--- config.mk ---
export PLATFORM = sky130hd
export DESIGN_NAME = systolic_skew_feeder
export DESIGN_NICKNAME = d
export VERILOG_FILES = /design/src/rtl/systolic_skew_feeder.sv
export SDC_FILE = /design/constraint.sdc
export NUM_CORES = 1
export LEC_CHECK = 0
export BUFFER_PORTS_ARGS = -buffer_cell sky130_fd_sc_hd__buf_2
export CORE_ASPECT_RATIO = 1.5
export CORE_MARGIN = 4
export CORE_UTILIZATION = 59
export DETAILED_ROUTE_END_ITERATION = 8
export PLACE_DENSITY = 0.91
export SLEW_MARGIN = 15
export SYNTH_ARGS = -nofsm -noshare
export SYNTH_HDL_FRONTEND = slang
export SYNTH_SLANG_ARGS = --single-unit
--- constraint.sdc ---
create_clock -name clk -period 6.1 [get_ports clk]
set_clock_uncertainty 0.05 [all_clocks]
set_input_delay 1.22 -clock clk [delete_from_list [all_inputs] [get_ports clk]]
set_output_delay 1.22 -clock clk [all_outputs]
set_load 0.01 [all_outputs]
--- src/rtl/systolic_skew_feeder.sv ---
// systolic_skew_feeder: feeds an 8x8 output-stationary PE cluster.
// Beats are accepted one per handshake and then diagonally skewed, so lane i
// is presented i cycles after lane 0. A last flag travels with each beat.
// After the final beat the skew is flushed, en is held while partial sums
// settle, and a one-cycle tile_done marks the cycle where results are valid.
// DRAIN_CYCLES is assumed to be at least 1.
module systolic_skew_feeder #(
  parameter int LANES        = 8,
  parameter int DW           = 16,
  parameter int MAX_K        = 256,
  parameter int DRAIN_CYCLES = 8
) (
  input  logic                  clk,
  input  logic                  rst,
  input  logic                  in_valid,
  output logic                  in_ready,
  input  logic [LANES*DW-1:0]   in_act,
  input  logic [LANES*DW-1:0]   in_wgt,
  input  logic                  in_last,
  output logic [LANES*DW-1:0]   activations,
  output logic [LANES*DW-1:0]   weights,
  output logic [LANES-1:0]      done,
  output logic                  en,
  output logic                  busy,
  output logic                  tile_done
);

  typedef enum logic [2:0] {
    IDLE,
    STREAM,
    FLUSH,
    DRAIN,
    FINISH
  } state_t;

  localparam int PW = 8;

  state_t          state;
  logic [8:0]      beat_cnt;
  logic [PW-1:0]   phase_cnt;

  logic                 accept;
  logic                 beat_last;
  logic [LANES*DW-1:0]  lane_act_in;
  logic [LANES*DW-1:0]  lane_wgt_in;
  logic                 lane_last_in;

  // Ready only in the accepting states, and never while reset is held.
  assign in_ready = !rst && ((state == IDLE) || (state == STREAM));
  assign accept   = in_valid && in_ready;

  // The beat reaching MAX_K closes the tile even without in_last.
  assign beat_last = in_last || (beat_cnt == 9'(MAX_K - 1));

  // Cycles without an accepted beat inject zeros, which add nothing to a MAC.
  assign lane_act_in  = accept ? in_act : '0;
  assign lane_wgt_in  = accept ? in_wgt : '0;
  assign lane_last_in = accept && beat_last;

  // Tile sequencer with registered en, busy and tile_done.
  // NOTE: sequential state uses non-blocking assignments so every register
  // samples pre-edge values, independent of statement order.
  always_ff @(posedge clk) begin
    if (rst) begin
      state     <= IDLE;
      beat_cnt  <= '0;
      phase_cnt <= '0;
      en        <= 1'b0;
      busy      <= 1'b0;
      tile_done <= 1'b0;
    end else begin
      tile_done <= 1'b0;
      case (state)
        IDLE: begin
          if (accept) begin
            beat_cnt <= 9'd1;
            en       <= 1'b1;
            busy     <= 1'b1;
            if (beat_last) begin
              state     <= FLUSH;
              phase_cnt <= PW'(LANES - 1);
            end else begin
              state <= STREAM;
            end
          end
        end
        STREAM: begin
          if (accept) begin
            beat_cnt <= beat_cnt + 9'd1;
            if (beat_last) begin
              state     <= FLUSH;
              phase_cnt <= PW'(LANES - 1);
            end
          end
        end
        FLUSH: begin
          // Ends on the cycle the last lane shows its final element.
          if (phase_cnt == '0) begin
            state     <= DRAIN;
            phase_cnt <= PW'(DRAIN_CYCLES - 1);
          end else begin
            phase_cnt <= phase_cnt - PW'(1);
          end
        end
        DRAIN: begin
          if (phase_cnt == '0) begin
            state     <= FINISH;
            tile_done <= 1'b1;
          end else begin
            phase_cnt <= phase_cnt - PW'(1);
          end
        end
        FINISH: begin
          // en drops after the results-valid cycle, clearing the array.
          state    <= IDLE;
          en       <= 1'b0;
          busy     <= 1'b0;
          beat_cnt <= '0;
        end
        default: begin
          state <= IDLE;
          en    <= 1'b0;
          busy  <= 1'b0;
        end
      endcase
    end
  end

  // Lane i gets i+1 register stages, producing the diagonal skew.
  for (genvar i = 0; i < LANES; i++) begin : g_lane
    logic [DW-1:0] act_sr  [0:i];
    logic [DW-1:0] wgt_sr  [0:i];
    logic          last_sr [0:i];

    // Shift this lane's activation, weight and last flag one stage per cycle.
    // NOTE: the skew registers are reset so an aborted tile leaves no stale
    // elements or last flags in flight.
    always_ff @(posedge clk) begin
      if (rst) begin
        for (int s = 0; s <= i; s++) begin
          act_sr[s]  <= '0;
          wgt_sr[s]  <= '0;
          last_sr[s] <= 1'b0;
        end
      end else begin
        act_sr[0]  <= lane_act_in[i*DW +: DW];
        wgt_sr[0]  <= lane_wgt_in[i*DW +: DW];
        last_sr[0] <= lane_last_in;
        for (int s = 1; s <= i; s++) begin
          act_sr[s]  <= act_sr[s-1];
          wgt_sr[s]  <= wgt_sr[s-1];
          last_sr[s] <= last_sr[s-1];
        end
      end
    end

    assign activations[i*DW +: DW] = act_sr[i];
    assign weights[i*DW +: DW]     = wgt_sr[i];
    assign done[i]                 = last_sr[i];
  end

endmodule

==> results of run 1 <==
==> through the flow <==
stage                     setup WS, ns  util [%]
after floorplan                  2.636         -
after global placement           2.450     63.29
after detailed placement         2.360     63.29
after CTS                        2.780     69.44
after global routing             2.730     69.49
final                            2.844     69.54
==> flip-flops by register name, indices dropped and copies added (netlist names) <==
name and count:
beat_cnt 9, busy 1, g_lane.act_sr 576, g_lane.last_sr 8, g_lane.wgt_sr 576, phase_cnt 8
state 3, tile_done 1
==> power by group through the flow <==
stage	clock [mW]	sequential, mW	combinational, mW
after floorplan	0	8.10	0.298
after global placement	0	8.11	0.428
after detailed placement	0	8.12	0.444
after CTS	6.52	7.95	0.456
after global routing	6.84	7.96	0.502
final	6.39	7.95	0.451
==> cells in the final DEF, fill, tap and decap left out, types with 3 or more instances in the layout <==
master,instances
sky130_fd_sc_hd__a211oi_1,6
sky130_fd_sc_hd__a21oi_1,7
sky130_fd_sc_hd__and2_1,256
sky130_fd_sc_hd__buf_2,526
sky130_fd_sc_hd__buf_4,7
sky130_fd_sc_hd__bufinv_16,8
sky130_fd_sc_hd__clkbuf_1,18
sky130_fd_sc_hd__clkbuf_16,98
sky130_fd_sc_hd__clkbuf_8,25
sky130_fd_sc_hd__clkinv_16,4
sky130_fd_sc_hd__clkinv_2,13
sky130_fd_sc_hd__clkinv_4,4
sky130_fd_sc_hd__clkinvlp_4,7
sky130_fd_sc_hd__dfxtp_1,1182
sky130_fd_sc_hd__diode_2,22
sky130_fd_sc_hd__ha_1,3
sky130_fd_sc_hd__inv_1,4
sky130_fd_sc_hd__nand2_1,6
sky130_fd_sc_hd__nand2b_1,5
sky130_fd_sc_hd__nand3_1,4
sky130_fd_sc_hd__nor2_1,20
sky130_fd_sc_hd__nor2b_1,905
sky130_fd_sc_hd__nor3_1,7
sky130_fd_sc_hd__nor4_1,5
sky130_fd_sc_hd__o21ai_0,3
sky130_fd_sc_hd__or4_1,3
sky130_fd_sc_hd__xnor2_1,6
sky130_fd_sc_hd__xor2_1,4
==> synthesized netlist by cell type, drive strengths merged (5+ instances only) <==
master | n | area (sq um)
dfxtp | 1182 | 23660
nor2b | 905 | 5662
and2 | 256 | 1602
buf | 142 | 1056
clkbuf | 127 | 476.7
nor2 | 20 | 75.07
a21oi | 8 | 43.79
nor3 | 8 | 40.04
a211oi | 6 | 45.04
nand2 | 6 | 22.52
nor4 | 6 | 43.79
xnor2 | 6 | 52.55
nand2b | 5 | 31.28
==> path summary, 6_finish.rpt <==
kind | to | slack (ns) | cells past startpoint
worst max-delay path | in_ready | 2.84 | 3
worst min-delay path | g_lane[2].act_sr[0][35] | 0.37 | 1
worst max register to register | phase_cnt[4] | 3.65 | 9
worst min register to register | g_lane[2].act_sr[0][35] | 0.37 | 1
==> layout make-up <==
type / count / area share [%]
Clock buffer: 141 / 7.394
Clock inverter: 40 / 1.454
Tap cell: 702 / 2.268
Sequential cell: 1182 / 61.09
Antenna cell: 22 / 0.1421
Multi-Input combinational cell: 1268 / 20.54
Inverter: 4 / 0.03876
Timing Repair Buffer: 536 / 7.074
==> worst max-delay path: cells and delay by family <==
| kind | cells | cell delay [ns] |
|---|---|---|
| buf+inv | 2 | 0.66 |
| simple gates | 1 | 0.08 |
==> layer usage <==
layer	track usage, %	routed length, um	vias up
met5	0	130	-
met4	11.14	3209	22
met3	6.675	5050	170
met2	36.72	32370	581
met1	20.90	22590	8020
li1	-	-	8864
==> kinds of logic (layout without fill, tap and decap cells) <==
group | count (synthesis) | in the layout | share of synthesized area [%]
AND/OR/NAND/NOR | 1228 | 1228 | 23.03
flip-flops | 1182 | 1182 | 71.35
buffers and inverters | 273 | 721 | 4.667
AO/OA/AOI/OAI | 25 | 25 | 0.5131
XOR/XNOR | 10 | 10 | 0.2641
adder cells (fa/ha/maj) | 3 | 3 | 0.1132
multiplexers | 2 | 2 | 0.06037
other | 0 | 22 | 0
==> results.py, run 1 <==
metrics = {
    "floorplanning": {
        "die-width_um": 201.6,
        "fp.dieH_um": 298.4,
        "coreArea_sq_um": 55700,
        "placementRows": 106,
        "boundaryPins": 528,
        "die_area_sq_um": 60140,
        "initial_core_utilization_pct": 59.54,
    },
    "pwr": {
        "power.share.clock_pct": 43.2,
        "comb_power_share_pct": 3.1,
        "total_power_mw": 14.79,
        "p_sw_mw": 3.052,
        "power-per-cell-area_nw_per_um2": 381.8,
        "max-vdd-ir-drop_v": 0.0002934,
        "power_leakage_nw": 16.79,
        "share_seq_of_total_power_pct": 53.7,
        "sw_frac_of_total_pct": 20.63,
        "internal-power_mw": 11.74,
    },
    "finish": {
        "register_area_sq_um": 23660,
        "finalInstanceArea_sq_um": 38740,
        "nFillCells": 3512,
        "synthToLayoutAreaGrowth_pct": 16.80,
        "finalNetCount": 3352,
        "final_layout_size_suffix_gt1_share_pct": 22.23,
        "fin_cells": 3895,
        "multi_input_comb_area_sq_um": 7958,
    },
    "worst_hold_path": {
        "timing.hold.worst.start": "g_lane[2].act_sr[0][19]",
        "holdCritPathClass": "reg -> reg",
    },
    "critical_path": {
        "critPathRequiredTime_ns": 4.83,
        "crit_path_max_incr_delay_ns": 0.49,
        "path_cells": "buf_8 > nor3_1 > buf_2",
        "worstPathMaxFanout": 126,
        "worst_setup_path_start_kind": "input pin",
        "crit-reg2reg-launch": "beat_cnt[0]",
        "worst_ep_arrival_time_ns": 1.99,
        "critPathKind": "in -> out",
        "critPathLaunch": "rst",
        "cp-end-kind": "output port",
        "crit_slowest_cell": "sky130_fd_sc_hd__buf_8",
    },
    "clocking": {
        "cts.repair.resized": 0,
        "cts.clk_slew.worst_paths_ns": 0.06,
        "postCtsSetupBuffers": 0,
        "cts.htree.levels": 3,
        "ctsLongestPathBuffers": 3,
        "cts_buffers": 97,
        "cts.hold.buffers_added": 0,
        "cts_root_buffer": "sky130_fd_sc_hd__clkbuf_16",
        "clock_sinks": 1182,
        "cts_tree": "done",
        "clkLatencyLatePin_ns": 0.66,
    },
    "detailed_routing": {
        "routed_wirelength_um": 63350,
        "drt_iter0_markers": 619,
        "detail_route.first_pass.iterations": 7,
        "route.antenna.remaining_nets": 0,
        "detail_route.vias_per_cell": 4.533,
        "wire_length_per_cell_after_detailed_routing_um": 16.26,
        "vias": 17660,
        "post-route-drc-count": 0,
    },
    "global_routing": {
        "grt_start_max_net_pins": 271,
        "grt_pass1_vias": 18070,
        "grt_overflow_total": 0,
        "grt_util_all_layers_pct": 20.43,
        "grt_first_pass_wirelength_um": 96800,
        "grt_antenna_before_repair": 35,
    },
    "timing": {
        "finalSetupViolations": 0,
        "worst_slew_pin_slew_ns": 1.105,
        "achievable-frequency_mhz": 307.1,
        "hold_viol_final": 0,
        "rsz_0062_raised_after_global_routing": "no",
        "worst_slew_margin_rel_pct": 26.33,
        "report.final.slew_viol_count": 0,
        "worst_hold_slack_ns": 0.3668,
        "fin_tns_setup_ns": 0,
        "final.min_clock_period_ns": 3.256,
        "period_utilization_pct": 53.38,
    },
    "yosys": {
        "syn_nets": 2986,
        "async_flop_share_pct": 0,
        "synth_warnings": 0,
        "mappedNetlistArea_sq_um": 33160,
        "synth_ff_type": "sky130_fd_sc_hd__dfxtp_1",
        "post_synthesis_instance_total": 2723,
        "seq_area_frac_synth_pct": 71.35,
        "syn-mean-instance-area_sq_um": 12.18,
        "synth-edff-count": 0,
        "yosys_register_bits": 1182,
        "netlist-cell-type-count": 40,
    },
    "placement": {
        "placed_area_sq_um": 35250,
        "place.detailed.instances": 3692,
        "gp_congestion": 0.8599,
        "port-buffer-count": 527,
        "detailedPlacementHpwl_um": 39050,
    },
    "status": {
        "run_status": "completed",
    },
    "flow_run": {
        "maxCapViolations": 0,
    },
}
Note: power is estimated with default switching activity, not from simulation.
==> inputs of run 2 (changes only) <==
--- a/config.mk
+++ b/config.mk
@@ -8,9 +8,9 @@
 export BUFFER_PORTS_ARGS = -buffer_cell sky130_fd_sc_hd__buf_2
 export CORE_ASPECT_RATIO = 1.5
 export CORE_MARGIN = 4
-export CORE_UTILIZATION = 59
+export CORE_UTILIZATION = 50
 export DETAILED_ROUTE_END_ITERATION = 8
-export PLACE_DENSITY = 0.91
+export PLACE_DENSITY = 0.83
 export SLEW_MARGIN = 15
 export SYNTH_ARGS = -nofsm -noshare
 export SYNTH_HDL_FRONTEND = slang
==> constraint.sdc (replaced) <==
create_clock -name clk -period 2.65 [get_ports clk]
set_clock_uncertainty 0.05 [all_clocks]
set_input_delay 0.53 -clock clk [delete_from_list [all_inputs] [get_ports clk]]
set_output_delay 0.53 -clock clk [all_outputs]
set_load 0.01 [all_outputs]
==> results.py, run 2 (synthesis gave the netlist of run 1 again) <==
metrics = {
    "clocking": {
        "clkLatencyLatePin_ns": 0.65,
        "cts.hold.buffers_added": 189,
        "ctsLongestPathBuffers": 3,
        "cts_buffers": 98,
        "cts.htree.levels": 3,
        "postCtsSetupBuffers": 0,
        "cts.repair.resized": 0,
        "clock_sinks": 1182,
        "cts.clk_slew.worst_paths_ns": 0.07,
        "cts_tree": "done",
        "cts_root_buffer": "sky130_fd_sc_hd__clkbuf_16",
    },
    "placement": {
        "place.detailed.instances": 3875,
        "placed_area_sq_um": 35620,
        "detailedPlacementHpwl_um": 39230,
        "port-buffer-count": 527,
        "gp_congestion": 0.7796,
    },
    "detailed_routing": {
        "post-route-drc-count": 0,
        "drt_iter0_markers": 811,
        "detail_route.vias_per_cell": 4.333,
        "route.antenna.remaining_nets": 0,
        "vias": 18450,
        "routed_wirelength_um": 68040,
        "wire_length_per_cell_after_detailed_routing_um": 15.98,
        "detail_route.first_pass.iterations": 5,
    },
    "timing": {
        "final.min_clock_period_ns": 2.462,
        "worst_slew_pin_slew_ns": 0.9757,
        "worst_slew_margin_rel_pct": 34.95,
        "report.final.slew_viol_count": 0,
        "period_utilization_pct": 92.91,
        "fin_tns_setup_ns": 0,
        "finalSetupViolations": 0,
        "hold_viol_final": 0,
        "rsz_0062_raised_after_global_routing": "no",
        "achievable-frequency_mhz": 406.2,
    },
    "status": {
        "run_status": "completed",
    },
    "flow_run": {
        "maxCapViolations": 0,
    },
    "critical_path": {
        "critPathRequiredTime_ns": 3.16,
        "cp-end-kind": "register",
        "worst_setup_path_start_kind": "register",
        "critPathKind": "reg -> reg",
        "worst_ep_arrival_time_ns": 2.98,
        "worstPathMaxFanout": 5,
    },
    "pwr": {
        "power_leakage_nw": 17.73,
        "comb_power_share_pct": 3.8,
        "max-vdd-ir-drop_v": 0.0007476,
        "internal-power_mw": 27.92,
        "sw_frac_of_total_pct": 20.66,
        "share_seq_of_total_power_pct": 52.0,
        "p_sw_mw": 7.269,
        "power.share.clock_pct": 44.2,
        "power-per-cell-area_nw_per_um2": 854.9,
    },
    "floorplanning": {
        "fp.dieH_um": 323.4,
        "boundaryPins": 528,
        "initial_core_utilization_pct": 50.54,
        "die_area_sq_um": 70600,
        "die-width_um": 218.3,
        "coreArea_sq_um": 65610,
        "placementRows": 115,
    },
    "finish": {
        "synthToLayoutAreaGrowth_pct": 24.14,
        "layout_top_registers": "g_lane.act_sr (576), g_lane.wgt_sr (576), beat_cnt (9)",
        "finalInstanceArea_sq_um": 41170,
        "final_layout_size_suffix_gt1_share_pct": 21.39,
        "mostFrequentLayoutCells": "sky130_fd_sc_hd__dfxtp_1, sky130_fd_sc_hd__nor2b_1, sky130_fd_sc_hd__buf_2, sky130_fd_sc_hd__and2_1, sky130_fd_sc_hd__dlygate4sd3_1",
        "layout.cells.most_common": "sky130_fd_sc_hd__dfxtp_1",
        "fin_cells": 4259,
        "finalNetCount": 3551,
    },
    "global_routing": {
        "grt_pass1_vias": 18890,
        "grt_start_max_net_pins": 227,
        "grt_antenna_before_repair": 19,
        "grt_overflow_total": 0,
        "grt_first_pass_wirelength_um": 102700,
        "grt_util_all_layers_pct": 18.71,
    },
    "worst_hold_path": {
        "holdCritPathClass": "in -> reg",
    },
}
==> run 2: worst paths after layout <==
path / slack, ns / endpoint / depth (start not counted) / startpoint
worst max-delay path: 0.19 / phase_cnt[4] / 9 / beat_cnt[0]
worst min-delay path: 0.05 / g_lane[5].wgt_sr[0][5] / 2 / in_wgt[85]
worst max register to register: 0.19 / phase_cnt[4] / 9 / beat_cnt[0]
worst min register to register: 0.35 / g_lane[7].act_sr[1][10] / 1 / g_lane[7].act_sr[0][58]
==> run 2: final cells by class <==
cell class	instances	area (sq um)
inverters	4	15.01
fillers	4676	24450
well taps	877	1097
clock inverters	51	817.0
multi-input cells	1268	7958
clock buffers	132	2800
diodes	11	27.53
flip-flops and latches	1182	23660
repair buffers	734	4790
==> run 2: per-stage QoR <==
step / hold WS [ns] / setup slack, ns / utilization [%] / power (mW)
finish: 0.04708 / 0.1879 / 62.74 / 35.19
global route: 0.006691 / 0.02837 / 62.73 / 36.39
CTS: 0.000009104 / 0.2154 / 62.69 / 35.44
detailed placement: 0.3704 / 0.2275 / 54.29 / 19.75
global placement: 0.3650 / 0.3323 / 54.29 / 19.70
floorplan: 0.3638 / 0.4820 / - / 19.33
==> run 2: routing by layer <==
layer / part of all wire, % / global-route usage (%)
met2: 50 / 33.22
met4: 4.3 / 9.161
met3: 7.6 / 5.845
met5: 0.10 / 0
met1: 38 / 20.15
==> run 2: worst max-delay path, stage by stage (launching register included) <==
cell,delay [ns]
sky130_fd_sc_hd__dfxtp_1,0.34
sky130_fd_sc_hd__ha_1,0.25
sky130_fd_sc_hd__nand3_1,0.10
sky130_fd_sc_hd__nor2_1,0.04
sky130_fd_sc_hd__ha_1,0.21
sky130_fd_sc_hd__or4_1,0.56
sky130_fd_sc_hd__nand3b_1,0.21
sky130_fd_sc_hd__a21oi_1,0.12
sky130_fd_sc_hd__or2_1,0.29
sky130_fd_sc_hd__a311oi_1,0.19
==> run 2: power groups by stage <==
stage	Clock (mW)	Combinational [mW]	Sequential, mW
detailed placement	0	1.07	18.7
floorplan	0	0.686	18.6
global route	16.6	1.46	18.3
finish	15.6	1.34	18.3
CTS	15.8	1.31	18.3
global placement	0	1.04	18.7
==> inputs of run 3 (changes only) <==
--- a/config.mk
+++ b/config.mk
@@ -10,6 +10,7 @@
 export CORE_MARGIN = 4
 export CORE_UTILIZATION = 50
 export DETAILED_ROUTE_END_ITERATION = 8
+export GPL_ROUTABILITY_DRIVEN = 0
 export PLACE_DENSITY = 0.83
 export SLEW_MARGIN = 15
 export SYNTH_ARGS = -nofsm -noshare
==> constraint.sdc (replaced) <==
create_clock -name clk -period 2 [get_ports clk]
set_clock_uncertainty 0.05 [all_clocks]
set_input_delay 0.4 -clock clk [delete_from_list [all_inputs] [get_ports clk]]
set_output_delay 0.4 -clock clk [all_outputs]
set_load 0.01 [all_outputs]
==> results.py, run 3 (synthesis gave the netlist of run 1 again) <==
metrics = {
    "clocking": {
        "cts_root_buffer": "sky130_fd_sc_hd__clkbuf_16",
        "ctsLongestPathBuffers": 3,
        "cts_buffers": 99,
        "cts.htree.levels": 3,
        "clkLatencyLatePin_ns": 0.65,
        "cts_tree": "done",
        "clock_sinks": 1182,
        "cts.clk_slew.worst_paths_ns": 0.07,
    },
    "floorplanning": {
        "placementRows": 115,
        "die_area_sq_um": 70600,
        "boundaryPins": 528,
        "die-width_um": 218.3,
        "fp.dieH_um": 323.4,
        "initial_core_utilization_pct": 50.54,
        "coreArea_sq_um": 65610,
    },
    "pwr": {
        "power-per-cell-area_nw_per_um2": 1107,
        "power_leakage_nw": 18.18,
        "max-vdd-ir-drop_v": 0.0008151,
    },
    "placement": {
        "place.detailed.instances": 3903,
        "detailedPlacementHpwl_um": 41370,
        "preCtsSetupSlack_ns": -0.1204,
        "port-buffer-count": 527,
        "placed_area_sq_um": 35910,
    },
    "detailed_routing": {
        "routed_wirelength_um": 72750,
        "detail_route.first_pass.iterations": 5,
        "detail_route.vias_per_cell": 4.415,
        "route.antenna.remaining_nets": 0,
        "vias": 19240,
        "wire_length_per_cell_after_detailed_routing_um": 16.70,
        "post-route-drc-count": 0,
        "drt_iter0_markers": 979,
    },
    "global_routing": {
        "grt_overflow_total": 0,
        "grt_pass1_vias": 19970,
        "grt_first_pass_wirelength_um": 109900,
        "grt_antenna_before_repair": 14,
        "grt_start_max_net_pins": 141,
        "grt_util_all_layers_pct": 19.92,
    },
    "worst_hold_path": {
        "holdCritPathClass": "in -> reg",
    },
    "finish": {
        "finalInstanceArea_sq_um": 42130,
        "mostFrequentLayoutCells": "sky130_fd_sc_hd__dfxtp_1, sky130_fd_sc_hd__nor2b_1, sky130_fd_sc_hd__buf_2, sky130_fd_sc_hd__and2_1, sky130_fd_sc_hd__dlygate4sd3_1",
        "finalNetCount": 3647,
        "layout_top_registers": "g_lane.act_sr (576), g_lane.wgt_sr (576), beat_cnt (9)",
        "fin_cells": 4357,
        "register_area_sq_um": 23670,
        "final_layout_size_suffix_gt1_share_pct": 22.16,
        "nFillCells": 4510,
        "final_core_utilization_pct": 64.20,
        "multi_input_comb_area_sq_um": 8058,
        "layout.cells.most_common": "sky130_fd_sc_hd__dfxtp_1",
        "synthToLayoutAreaGrowth_pct": 27.03,
    },
    "timing": {
        "achievable-frequency_mhz": 477.9,
        "report.final.slew_viol_count": 0,
        "hold_viol_final": 0,
        "worst_slew_margin_rel_pct": 55.22,
        "period_utilization_pct": 104.6,
        "rsz_0062_raised_after_global_routing": "yes",
        "finalSetupViolations": 6,
        "worst_slew_pin_slew_ns": 0.6717,
        "fin_tns_setup_ns": -0.3544,
        "final_critical_path_setup_slack_ns": -0.09249,
        "final.min_clock_period_ns": 2.092,
    },
    "critical_path": {
        "critPathRequiredTime_ns": 2.52,
        "critical_path.n_buffers_inverters": 0,
        "worstPathMaxFanout": 3,
        "crit_family": "simple AND/OR/NAND/NOR gates",
        "path_cells": "ha_4 > nand3_2 > nor2_2 > ha_2 > or4_4 > nand3b_1 > a21oi_2 > or2_4 > a311oi_1",
        "worst_ep_arrival_time_ns": 2.61,
        "cp-end-kind": "register",
        "worst_setup_path_start_kind": "register",
        "critPathKind": "reg -> reg",
        "crit_slowest_cell": "sky130_fd_sc_hd__or4_4",
        "crit_path_max_incr_delay_ns": 0.46,
    },
    "flow_run": {
        "maxCapViolations": 0,
    },
    "status": {
        "failed_checks": "setup timing",
        "run_status": "finished with violations",
    },
}
[run 3: cell count changes in the layout (fill, tap and decap cells not counted), moves of 4 or more]
cell                            change
sky130_fd_sc_hd__dlygate4sd3_1     +66
sky130_fd_sc_hd__buf_4             +23
sky130_fd_sc_hd__clkinvlp_4         -7
sky130_fd_sc_hd__clkinv_2           +6
sky130_fd_sc_hd__dfxtp_1            -4
sky130_fd_sc_hd__dfxtp_2            +4
sky130_fd_sc_hd__diode_2            +4
[run 3: cell type report]
class | count | area share, %
clock buffers | 135 | 6.701
flip-flops and latches | 1182 | 56.18
multi-input cells | 1268 | 19.13
clock inverters | 47 | 1.687
inverters | 4 | 0.03564
well taps | 877 | 2.605
repair buffers | 829 | 13.57
diodes | 15 | 0.08911
[run 3: worst paths after layout]
path,slack [ns],cells past startpoint,to,start
min,0.12,3,g_lane[7].last_sr[0][0],in_valid
min reg2reg,0.36,1,g_lane[5].wgt_sr[3][14],g_lane[5].wgt_sr[2][14]
max reg2reg,-0.09,9,phase_cnt[4],beat_cnt[1]
max,-0.09,9,phase_cnt[4],beat_cnt[1]
[run 3: timing repair]
item,in CTS,in global routing
endpoints found under the hold margin,256,0
setup endpoints to repair,8,10
gates resized for setup,9,8
buffers inserted,1,0
hold buffers,256,0
pin swaps,4,2
[run 3: worst reg2reg max path, delay by kind of cell (launching register included)]
| kind | cells | cell delay [ns] |
|---|---|---|
| flip-flops | 1 | 0.34 |
| adder cells (fa/ha/maj) | 2 | 0.35 |
| AND/OR/NAND/NOR | 5 | 0.99 |
| AO/OA/AOI/OAI | 2 | 0.30 |
[run 3: per-stage QoR]
stage / total power [mW] / hold WS [ns]
after floorplan: 25.62 / 0.3638
after global placement: 26.19 / 0.3649
after detailed placement: 26.25 / 0.3704
after CTS: 46.79 / 0.04674
after global routing: 48.18 / 0.08629
final: 46.64 / 0.1160
[run 3: per-layer routing]
layer / track usage [%] / vias to the layer above / wire length [um]
met3: 5.272 / 165 / 4750
li1: - / 9449 / -
met5: 0 / - / 15
met2: 36.24 / 690 / 37390
met1: 21.23 / 8929 / 27730
met4: 9.920 / 4 / 2861
[run 3: power by group]
part / switching (mW) / internal, mW / leakage, nW
combinational: 0.984 / 1.06 / 6.86
sequential: 0.178 / 24.1 / 9.59
clock: 8.65 / 11.7 / 1.73
